$ cat src/rtl/pe_ws_dbuf.sv
// pe_ws_dbuf: weight-stationary systolic PE with a shadow/active weight pair and a diagonal swap token.
// Optional PE_PSUM_SAT_EN clamps the partial sum and drives a sticky sat_flag; otherwise the sum wraps.
module pe_ws_dbuf #(
    parameter int DATA_IN_BW     = 8,
    parameter int WEIGHT_BW      = 8,
    parameter int PARTIAL_SUM_BW = 19
) (
    input  logic                             clk,
    input  logic                             rstn,
    input  logic signed [DATA_IN_BW-1:0]     DIN,
    input  logic                             din_valid,
    input  logic signed [PARTIAL_SUM_BW-1:0] PSUM_IN,
    input  logic signed [WEIGHT_BW-1:0]      W_IN,
    input  logic                             w_shift,
    input  logic                             w_swap,
    output logic signed [DATA_IN_BW-1:0]     DF_COL,
    output logic                             dout_valid,
    output logic signed [PARTIAL_SUM_BW-1:0] PSUM_OUT,
    output logic signed [WEIGHT_BW-1:0]      W_OUT,
    output logic                             w_swap_out,
    output logic                             sat_flag
);
    localparam int PW = DATA_IN_BW + WEIGHT_BW;
    localparam int P  = PARTIAL_SUM_BW;
`ifdef PE_PSUM_SAT_EN
    localparam int SW = P + 1;
`else
    localparam int SW = P;
`endif

    generate
        if (P < PW) begin : g_bw_chk
            $error("PARTIAL_SUM_BW must be >= DATA_IN_BW + WEIGHT_BW");
        end
    endgenerate

    logic signed [WEIGHT_BW-1:0] shadow, active;
    logic signed [PW-1:0]        prod;
    logic signed [SW-1:0]        wide;
    logic signed [P-1:0]         sum;
    logic                        clamp;

    assign prod  = DIN * active;
    assign wide  = SW'(prod) + SW'(PSUM_IN);
    assign W_OUT = shadow;

`ifdef PE_PSUM_SAT_EN
    // the extra top bit disagreeing with the sign bit marks overflow of P bits
    assign clamp = wide[P] ^ wide[P-1];
    assign sum   = clamp ? (wide[P] ? {1'b1, {(P-1){1'b0}}} : {1'b0, {(P-1){1'b1}}}) : wide[P-1:0];

    always_ff @(posedge clk or negedge rstn) begin
        if (!rstn)
            sat_flag <= 1'b0;
        else if (din_valid && clamp)
            sat_flag <= 1'b1;
    end
`else
    assign clamp    = 1'b0;
    assign sum      = wide;
    assign sat_flag = clamp;
`endif

    // active copies the pre-edge shadow, so a same-cycle shift never leaks through
    always_ff @(posedge clk or negedge rstn) begin
        if (!rstn) begin
            shadow     <= '0;
            active     <= '0;
            DF_COL     <= '0;
            dout_valid <= 1'b0;
            PSUM_OUT   <= '0;
            w_swap_out <= 1'b0;
        end else begin
            if (w_shift) shadow <= W_IN;
            if (w_swap)  active <= shadow;
            if (din_valid) DF_COL <= DIN;
            PSUM_OUT   <= din_valid ? sum : '0;
            dout_valid <= din_valid;
            w_swap_out <= w_swap;
        end
    end
endmodule

$ cat config.mk
export PLATFORM = sky130hd
export DESIGN_NAME = pe_ws_dbuf
export DESIGN_NICKNAME = d
export VERILOG_FILES = /design/src/rtl/pe_ws_dbuf.sv
export SDC_FILE = /design/constraint.sdc
export NUM_CORES = 1
export LEC_CHECK = 0
export CORE_MARGIN = 4
export CORE_UTILIZATION = 50
export CTS_CLUSTER_SIZE = 8
export DETAILED_ROUTE_END_ITERATION = 12
export PLACE_DENSITY = 0.79
export SLEW_MARGIN = 20
export SYNTH_ARGS = -nofsm -noshare
export SYNTH_HDL_FRONTEND = slang
export SYNTH_SLANG_ARGS = --single-unit
$ cat constraint.sdc
create_clock -name clk -period 6.22 [get_ports clk]
set_input_delay 1.244 -clock clk [delete_from_list [all_inputs] [get_ports clk]]
set_output_delay 1.244 -clock clk [all_outputs]
set_load 0.05 [all_outputs]
# After elaboration in Yosys (flattened, before gate mapping)

Index checks and enable logic that the tools add are counted.

Add/sub/neg operators: 1
Multipliers: 1
Div/mod/pow operators: 0
Magnitude comparators: 0
Equality and inequality tests: 0
Shifts and indexed selects: 0
Mux-type cells: 1
Bitwise logic cells: 0
Reduce and logical (&&, ||, !) cells: 0

Operator list:

| operator       | number |
|---|---|
| $add 16x19->19 | 1 |
| $mux 19        | 1 |
| $mul 8x8->16   | 1 |

Flip-flop bits (word level): 45
Latch bits: 0
Bits in writable memories: 0
Bits in read-only memories: 0
Output and inout port bits: 38
Memories kept: 0

# Longest topological paths before layout

Gate-level depths: netlist (run 1).

Depth after elaboration: 3
Gate-level depth with buffers: 18
Mapped depth without buffers: 18

# Worst setup path before layout (run 1)

No wires, ideal clock.

Path kind: input to register
Start: in DIN[7]
End: reg PSUM_OUT[15]
Arrival: 5.822 ns
Data required time: 6.101 ns
Setup slack: 0.279 ns
Stages: 15
Path buffers: 0
Path through: and2_1 -> inv_1 -> fa_1 -> inv_1 -> fa_1 -> fa_1 -> fa_1 -> fa_1 -> ha_1 -> a21o_1 -> nand2_1 -> a311oi_2 -> o41a_1 -> xor2_1 -> and2_1

Longest elaborated chain between the ends: 3

Ends and longest elaborated chain:

| element                | line | text |
|---|---|---|
| start: declaration     | 10   | `input logic signed [DATA_IN_BW-1:0] DIN,` |
| $mul 8x8->16           | 43   | `assign prod = DIN * active;` |
| $add 16x19->19         | 44   | `assign wide = SW'(prod) + SW'(PSUM_IN);` |
| $mux 19                | 77   | `PSUM_OUT <= din_valid ? sum : '0;` |
| end signal: assignment | 77   |  |
| end: declaration       | 18   | `output logic signed [PARTIAL_SUM_BW-1:0] PSUM_OUT,` |

Every way passes these cells.
A chain may end at the register's enable or synchronous reset.

# Worst setup path in the final report (run 1)

Start: in DIN[3]
End: reg PSUM_OUT[15]

Same word-level chain as after synthesis.

==> results of run 1 <==
[layout by cell type (no fill, tap or decap), types with 4 or more instances in the layout]
cell type	Yosys	final
ha_1	44	44
a21o_1	5	5
nor2_1	6	6
clkbuf_8	0	5
xor2_1	4	4
dfrtp_1	45	45
mux2_1	25	25
a21oi_1	5	5
nor2b_1	8	8
o21ai_0	4	4
nand2_1	29	29
inv_1	95	95
buf_4	1	18
fa_1	84	84
and2_1	46	46
xnor2_1	14	14
clkdlybuf4s50_1	0	75
[kinds of logic after synthesis]
| group | after synthesis | share of synthesized area |
|---|---|---|
| AO/OA/AOI/OAI | 32 | 0.0505 |
| buffers and inverters | 103 | 0.0783 |
| adder cells (fa/ha/maj) | 128 | 0.448 |
| other | 1 | 0.000752 |
| flip-flops | 45 | 0.226 |
| XOR/XNOR | 18 | 0.0316 |
| AND/OR/NAND/NOR | 100 | 0.108 |
| multiplexers | 25 | 0.0565 |
[metrics by stage]
step,cell area [µm²],hold WS [ns],worst slack (ns)
floorplan,4980,0.553,0.279
global placement,6000,0.470,0.0801
detailed placement,6000,0.475,0.0331
CTS,6110,0.497,0.333
global route,6120,0.513,0.166
finish,6120,0.490,0.345
[layout make-up]
type	count	area [µm²]
clock inverters	3	46.3
fillers	785	3610
flip-flops and latches	45	1130
multi-input cells	304	3470
repair buffers	93	886
clock buffers	5	68.8
well taps	133	166
inverters	95	357
[flip-flops by register name, indices dropped and copies added (netlist names)]
register / flops
DF_COL: 8
dout_valid: 1
active: 8
W_OUT: 8
w_swap_out: 1
PSUM_OUT: 19
[how the worst max path moves through the flow]
stage	slack, ns	cells after the start	start	endpoint
detailed placement	0.03	15	DIN[3]	PSUM_OUT[15]
global route	0.17	18	DIN[7]	PSUM_OUT[18]
global placement	0.08	15	DIN[5]	PSUM_OUT[15]
CTS	0.33	15	DIN[3]	PSUM_OUT[15]
finish	0.34	15	DIN[3]	PSUM_OUT[15]
floorplan	0.28	15	DIN[7]	PSUM_OUT[15]
[worst reg2reg max path, cell delays in order, from the launching register on]
cell and delay [ns]:
dfrtp_1 0.55, nand2_1 0.15, fa_1 0.54, fa_1 0.55, inv_1 0.05, fa_1 0.47
fa_1 0.58, fa_1 0.42, ha_1 0.37, a21o_1 0.18, nand2_1 0.12, a311oi_2 0.13
o41a_1 0.43, xor2_1 0.15, and2_1 0.15
[per-layer routing]
metal / share of wire / global-route usage / vias to the layer above
met5: 0 / 0 / -
met4: 0.014 / 0.0388 / 0
met3: 0.029 / 0.0216 / 14
met2: 0.55 / 0.327 / 60
met1: 0.40 / 0.214 / 1694
li1: - / - / 1562
==> results.md, run 1 <==
* Final core utilization at 0.629
* Routed wire length per instance at 14.0 µm
* Arrival @ worst endpoint at 6.06 ns
* Post-synth top area share at 0.337
* First-pass GRT wire length at 16.1 mm
* Non-filler cells, final at 678
* Initial Utilization at 0.512
* Max Slew Vio Count at 0
* EDFF count, synth at 0
* Row count at 36
* Commonest cells in the netlist: 95 x inv_1, 84 x fa_1, 46 x and2_1
* Clock buffer count from CTS at 5
* Status: finished clean
* Largest area contributor in the netlist: fa_1
* CP startpoint kind: input port
* Total GRT Usage at 0.175
* Final period util at 0.945
* FF-to-FF Start: active[2]
* Path category of the worst min-delay check: reg -> reg
* Worst R2R Setup Slack at 1.26 ns
* Largest net degree at the start of global routing at 46
* Worst-Margin Slew at 0.964 ns
* Die H at 108 µm
* Mapped Cells at 452
* Vias at 3,330
* DRT iter0 DRCs at 67
* Crit Path Category: in -> reg
* CP cell instances: clkdlybuf4s50_1, nand2_1, fa_1, fa_1, inv_1, fa_1, fa_1, fa_1, ha_1, a21o_1, nand2_1, a311oi_2, o41a_1, xor2_1, and2_1
* CTS H-Tree Depth at 2
* Drt drc at 0
* Library cells used by synthesis at 38
* Clock Tree Buf Depth at 2
* Clock edge transition at the registers on the reported setup and hold paths at 0.09 ns
* Vias in the first global route at 3,524
* Max stage delay on crit path at 0.60 ns
* Worst Path Max Fanout at 7
* Fraction of layout cells with a size suffix above 1 at 0.0606
* Syn. warnings at 0
* Setup Fix Bufs, Post-CTS at 0
* Worst Skew at 0.00780 ns
* I/O pins at 78
* Worst flop-to-flop path endpoint: PSUM_OUT[15]
* Core area at 9730 µm²
* Gpl congestion at 0.925
* Max-capacitance violation count at 0
* Detail Route Antenna Nets at 0
* Slew margin rel. at 0.355
* CTS tree: built
* WP buf/inv at 2
* DIE WIDTH at 108 µm
* Initial antenna violation count at 0
* Ranking of synthesized cells by area: fa_1 34%, dfrtp_1 23%, ha_1 11%
* Final #Nets at 712
* Hold depth at 1
* Crit end category: flip-flop
* Dpl cells at 670
* Grt ovf at 0
* Largest delay share family, worst path: adder cells
* Slowest-stage cell, CP: clkdlybuf4s50_1
* FF-to-FF path depth at 14
* Vias per std cell at 4.91
* IO Port Bufs at 76
* Setup TNS at 0 ns
* Syn Area/Cell at 11.0 µm²
* TritonCTS Sinks at 45
* CP required at 6.41 ns
* Clk Latency, worst-skew pair at 0.30 ns
* Fin crit period at 5.88 ns
* Synthesized net count at 620
* CP dominant cell by count: fa_1
* Die footprint at 11,600 µm²
* HPWL after detailed placement at 8.20 mm
* Ys async rst share at 1.00
* Max frequency at 170 MHz
* Most frequent cell after synthesis: inv_1
* Layout area overhead at 22.7%
* Post-CTS Hold Buffers at 0
* Synth Flop Type: dfrtp_1
* Netlist Area Pre-Place at 4980 µm²
* Endpoints failing setup at 0
* Clk root buf: clkbuf_8
* Hold Crit Endpoint: DF_COL[4]
* Number of diodes at 0
* Hold path start: DF_COL[4]
* Register bit total from synthesis at 45
* Sequential element share of the synthesized area at 0.226
* Final hold violation count at 0
* RSZ-0062 raised after global routing: false
* Final wirelength at 9.51 mm
* First-pass iteration count of the detailed router at 4
* Post-CTS sizing at 0
Power of run 1 is not shown: default switching activity piles up to over one toggle a cycle in this logic, so the estimate is an artifact.
==> run 2: changes to the inputs <==
--- a/config.mk
+++ b/config.mk
@@ -9,6 +9,7 @@
 export CORE_UTILIZATION = 50
 export CTS_CLUSTER_SIZE = 8
 export DETAILED_ROUTE_END_ITERATION = 12
+export GPL_ROUTABILITY_DRIVEN = 0
 export PLACE_DENSITY = 0.79
 export SLEW_MARGIN = 20
 export SYNTH_ARGS = -nofsm -noshare
==> constraint.sdc (replaced) <==
create_clock -name clk -period 6.22 [get_ports clk]
set_input_delay 1.244 -clock clk [delete_from_list [all_inputs] [get_ports clk]]
set_output_delay 1.244 -clock clk [all_outputs]
set_load 0.1 [all_outputs]
==> run 2 against run 1 <==
- fmax is 0.98% lower
- first-iteration DRC count is 28% higher
- wire length is 2.1% higher
- sequential share of layout area hardly changed
- die area stayed put
- worst setup slack worse by 0.058 ns
- critical path depth stayed put
- worst hold slack better by 0.010 ns
- clock-buffer cell count stayed put
- critical path type unchanged
==> results.md, run 2 (synthesized netlist as in run 1, its figures left out) <==
* Initial Utilization at 0.512 (unchanged)
* Fin crit period at 5.93 ns (+0.0582 ns)
* Core area at 9730 µm² (unchanged)
* Final hold violation count at 0 (unchanged)
* Largest net degree at the start of global routing at 46 (unchanged)
* I/O pins at 78 (unchanged)
* Max Slew Vio Count at 0 (unchanged)
* Die footprint at 11,600 µm² (unchanged)
* Largest register FFs at 19 (unchanged)
* Crit Path Category: in -> reg
* Hold path start: DF_COL[0]
* Setup Fix Bufs, Post-CTS at 0 (unchanged)
* Vias at 3,388 (+1.7%)
* Final #Nets at 710 (-0.28%)
* Routed wire length per instance at 14.4 µm (+2.4%)
* Drt drc at 0 (unchanged)
* FF-to-FF Start: active[0]
* HPWL after detailed placement at 8.29 mm (+1.1%)
* Fraction of layout cells with a size suffix above 1 at 0.0571 (-0.00346)
* Max-capacitance violation count at 0 (unchanged)
* Row count at 36 (unchanged)
* Slew margin rel. at 0.346 (-0.00905)
* Hold depth at 1 (unchanged)
* Worst Skew at 0.00794 ns (+0.000141 ns)
* Post-CTS sizing at 0 (unchanged)
* CTS H-Tree Depth at 2 (unchanged)
* Largest Register: PSUM_OUT
* Die H at 108 µm (unchanged)
* Final wirelength at 9.71 mm (+2.1%)
* Post-CTS Hold Buffers at 0 (unchanged)
* TritonCTS Sinks at 45 (unchanged)
* Final period util at 0.954 (+0.00936)
* Fin Hold WS at 0.501 ns (+0.0102 ns)
* DIE WIDTH at 108 µm (unchanged)
* FF-to-FF path depth at 15 (+1)
* IO Port Bufs at 76 (unchanged)
* Worst Path Max Fanout at 6 (-1)
* First-pass iteration count of the detailed router at 4 (unchanged)
* Vias in the first global route at 3,667 (+4.1%)
* Setup TNS at 0 ns (unchanged)
* Clock buffer count from CTS at 5 (unchanged)
* DRT iter0 DRCs at 86 (+28%)
* Grt ovf at 0 (unchanged)
* Most common cell after layout, fill and taps aside: inv_1
* Endpoints failing setup at 0 (unchanged)
* CP required at 6.41 ns (about the same)
* Path category of the worst min-delay check: reg -> reg
* Max frequency at 169 MHz (-0.98%)
* Clk root buf: clkbuf_8
* Total GRT Usage at 0.181 (+0.00572)
* Crit end category: flip-flop
* Vias per std cell at 5.01 (+2.0%)
* Detail Route Antenna Nets at 0 (unchanged)
* Clock edge transition at the registers on the reported setup and hold paths at 0.09 ns (about the same)
* Layout area overhead at 22.4%
* Most frequent cells in the layout: 95 x inv_1, 84 x fa_1, 75 x clkdlybuf4s50_1, 46 x and2_1, 45 x dfrtp_1
* Number of diodes at 0 (unchanged)
* Clock Tree Buf Depth at 2 (unchanged)
* Clk Latency, worst-skew pair at 0.30 ns (about the same)
* CP startpoint kind: input port
* Status: finished clean
* Worst-Margin Slew at 0.978 ns (+0.0135 ns)
* RSZ-0062 raised after global routing: false
* CTS tree: built
* Initial antenna violation count at 0 (unchanged)
* First-pass GRT wire length at 16.6 mm (+3.2%)
* Crit path from: DIN[2]
* Arrival @ worst endpoint at 6.12 ns (+0.06 ns)
-- run 2: critical path: stages --
cell,delay (ns)
clkdlybuf4s50_1,0.62
nand2_1,0.13
fa_1,0.51
fa_1,0.50
inv_1,0.06
fa_1,0.48
fa_1,0.58
fa_1,0.43
ha_1,0.38
a21o_1,0.18
nand2_1,0.12
a311oi_2,0.14
o41a_1,0.44
xor2_1,0.15
and2_1,0.15
-- run 2: final timing paths --
| path | endpoint | slack, ns |
|---|---|---|
| max in group asynchronous | active[3] | 4.92 |
| min | DF_COL[0] | 0.50 |
| min in group asynchronous | DF_COL[2] | 0.93 |
| max | PSUM_OUT[15] | 0.29 |
| min reg2reg | DF_COL[0] | 0.50 |
| max reg2reg | PSUM_OUT[15] | 1.23 |
-- run 2: routing by layer --
layer | wire, µm | global-route usage | vias to the layer above | share of wire
met2 | 5480 | 0.343 | 86 | 0.56
met1 | 3580 | 0.212 | 1721 | 0.37
met3 | 445 | 0.0222 | 20 | 0.046
met5 | 0 | 0 | - | 0
li1 | - | - | 1561 | -
met4 | 194 | 0.0496 | 0 | 0.020
-- run 2: layout make-up --
class / instances / area, µm²
Fill cell: 800 / 3630
Multi-Input combinational cell: 304 / 3470
Sequential cell: 45 / 1130
Timing Repair Buffer: 91 / 871
Inverter: 95 / 357
Tap cell: 133 / 166
Clock buffer: 5 / 68.8
Clock inverter: 3 / 46.3
-- run 2: stage by stage --
stage | util | std cells | setup WS (ns) | instance area [µm²]
after floorplan | - | 452 | 0.279 | 4980
after global placement | 0.615 | 668 | 0.0797 | 5980
after detailed placement | 0.615 | 668 | 0.00707 | 5980
after CTS | 0.627 | 676 | 0.289 | 6100
after global routing | 0.627 | 676 | 0.111 | 6100
final | 0.627 | 676 | 0.286 | 6100
Power of run 2 is left out for the same reason.
==> run 3: changes to the inputs <==
--- a/config.mk
+++ b/config.mk
@@ -7,6 +7,7 @@
 export LEC_CHECK = 0
 export CORE_MARGIN = 4
 export CORE_UTILIZATION = 50
+export CTS_BUF_LIST = sky130_fd_sc_hd__clkbuf_16
 export CTS_CLUSTER_SIZE = 8
 export DETAILED_ROUTE_END_ITERATION = 12
 export GPL_ROUTABILITY_DRIVEN = 0
==> run 3 against run 2 <==
- wire length increased by 0.50%
- flip-flop and latch count unchanged
- non-clock buffer count unchanged
==> results.md, run 3 (synthesized netlist as in run 1, its figures left out) <==
* Arrival @ worst endpoint at 6.09 ns (-0.03 ns)
* Detail Route Antenna Nets at 0 (unchanged)
* Worst-Margin Slew at 0.978 ns (+0.000388 ns)
* CP required at 6.40 ns (about the same)
* CP startpoint kind: input port
* Largest Register: PSUM_OUT
* Layout area overhead at 23.6%
* Clk root buf: clkbuf_16
* Largest net degree at the start of global routing at 46 (unchanged)
* Status: finished clean
* TritonCTS Sinks at 45 (unchanged)
* Final hold violation count at 0 (unchanged)
* Setup TNS at 0 ns (unchanged)
* Vias per std cell at 5.02 (+0.15%)
* HPWL after detailed placement at 8.29 mm (unchanged)
* Vias at 3,393 (+0.15%)
* Worst Slack Setup Final at 0.304 ns (+0.0178 ns)
* Die H at 108 µm (unchanged)
* Final #Nets at 710 (unchanged)
* Setup Fix Bufs, Post-CTS at 0 (unchanged)
* Post-CTS Hold Buffers at 0 (unchanged)
* CTS tree: built
* Initial Utilization at 0.512 (unchanged)
* Crit Path Category: in -> reg
* Clk Latency, worst-skew pair at 0.29 ns (about the same)
* Die footprint at 11,600 µm² (unchanged)
* Clock Tree Buf Depth at 2 (unchanged)
* First-pass iteration count of the detailed router at 4 (unchanged)
* Fin crit period at 5.92 ns (-0.0178 ns)
* Grt ovf at 0 (unchanged)
* Max frequency at 169 MHz (+0.30%)
* Worst slack at placement at 0.00707 ns (unchanged)
* Total GRT Usage at 0.183 (+0.00232)
* Vias in the first global route at 3,687 (+0.55%)
* Clock buffer count from CTS at 5 (unchanged)
* Number of diodes at 0 (unchanged)
* Routed wire length per instance at 14.4 µm (+0.50%)
* Initial antenna violation count at 0 (unchanged)
* I/O pins at 78 (unchanged)
* Slew margin rel. at 0.346 (about the same)
* Worst Skew at 0.00498 ns (-0.00296 ns)
* CTS H-Tree Depth at 2 (unchanged)
* Most frequent cells in the layout: 95 x inv_1, 84 x fa_1, 75 x clkdlybuf4s50_1, 46 x and2_1, 45 x dfrtp_1
* DIE WIDTH at 108 µm (unchanged)
* First-pass GRT wire length at 16.8 mm (+1.0%)
* Worst Path Max Fanout at 8 (+2)
* Most common cell after layout, fill and taps aside: inv_1
* Final period util at 0.951 (-0.00286)
* Final wirelength at 9.76 mm (+0.50%)
* Clock edge transition at the registers on the reported setup and hold paths at 0.07 ns (-0.02 ns)
* RSZ-0062 raised after global routing: false
* Fraction of layout cells with a size suffix above 1 at 0.0571 (unchanged)
* Post-CTS sizing at 0 (unchanged)
* Largest register FFs at 19 (unchanged)
* Max-capacitance violation count at 0 (unchanged)
* Path category of the worst min-delay check: reg -> reg
* Endpoints failing setup at 0 (unchanged)
* Drt drc at 0 (unchanged)
* IO Port Bufs at 76 (unchanged)
* DRT iter0 DRCs at 115 (+34%)
* Max Slew Vio Count at 0 (unchanged)
* Core area at 9730 µm² (unchanged)
* Crit end category: flip-flop
* Row count at 36 (unchanged)
==> run 3: final cells by class <==
type / count / area (µm²)
timing repair buffer: 91 / 871
sequential: 45 / 1130
clock buffer: 5 / 125
inverter: 95 / 357
tap: 133 / 166
multi-input combinational: 304 / 3470
clock inverter: 3 / 46.3
fill: 784 / 3570
==> run 3: layer usage <==
layer  track usage  share of wire  vias to the layer above
met5             0              0                        -
met4        0.0541          0.019                        0
met3        0.0234          0.047                       16
met2         0.342           0.56                       74
met1         0.218           0.37                     1743
li1              -              -                     1560
==> run 3: path summary, 6_finish.rpt <==
path | slack, ns | startpoint | endpoint | cells after the start
setup / recovery | 0.30 | DIN[7] | PSUM_OUT[16] | 15
hold / removal | 0.49 | DF_COL[0] | DF_COL[0] | 1
setup reg to reg | 1.21 | active[0] | PSUM_OUT[15] | 15
hold reg to reg | 0.49 | DF_COL[0] | DF_COL[0] | 1
max in group asynchronous | 4.90 | rstn | active[3] | 1
min in group asynchronous | 0.94 | rstn | PSUM_OUT[1] | 1
==> run 3: through the flow <==
step / cell area (µm²) / util / hold WS, ns / cells
after global placement: 5980 / 0.615 / 0.470 / 668
after detailed placement: 5980 / 0.615 / 0.481 / 668
after global routing: 6160 / 0.633 / 0.513 / 676
after CTS: 6160 / 0.633 / 0.499 / 676
after floorplan: 4980 / - / 0.553 / 452
final: 6160 / 0.633 / 0.494 / 676
==> run 3: worst max-delay path, stage by stage <==
cell,delay (ns)
clkdlybuf4s50_1,0.51
buf_4,0.18
and2_1,0.31
fa_1,0.49
fa_1,0.51
fa_1,0.59
fa_1,0.43
ha_1,0.29
ha_1,0.36
o21ai_2,0.29
a21oi_1,0.16
a221oi_4,0.34
o21ai_2,0.11
xor2_1,0.14
and2_1,0.15
Power of run 3 is left out for the same reason.
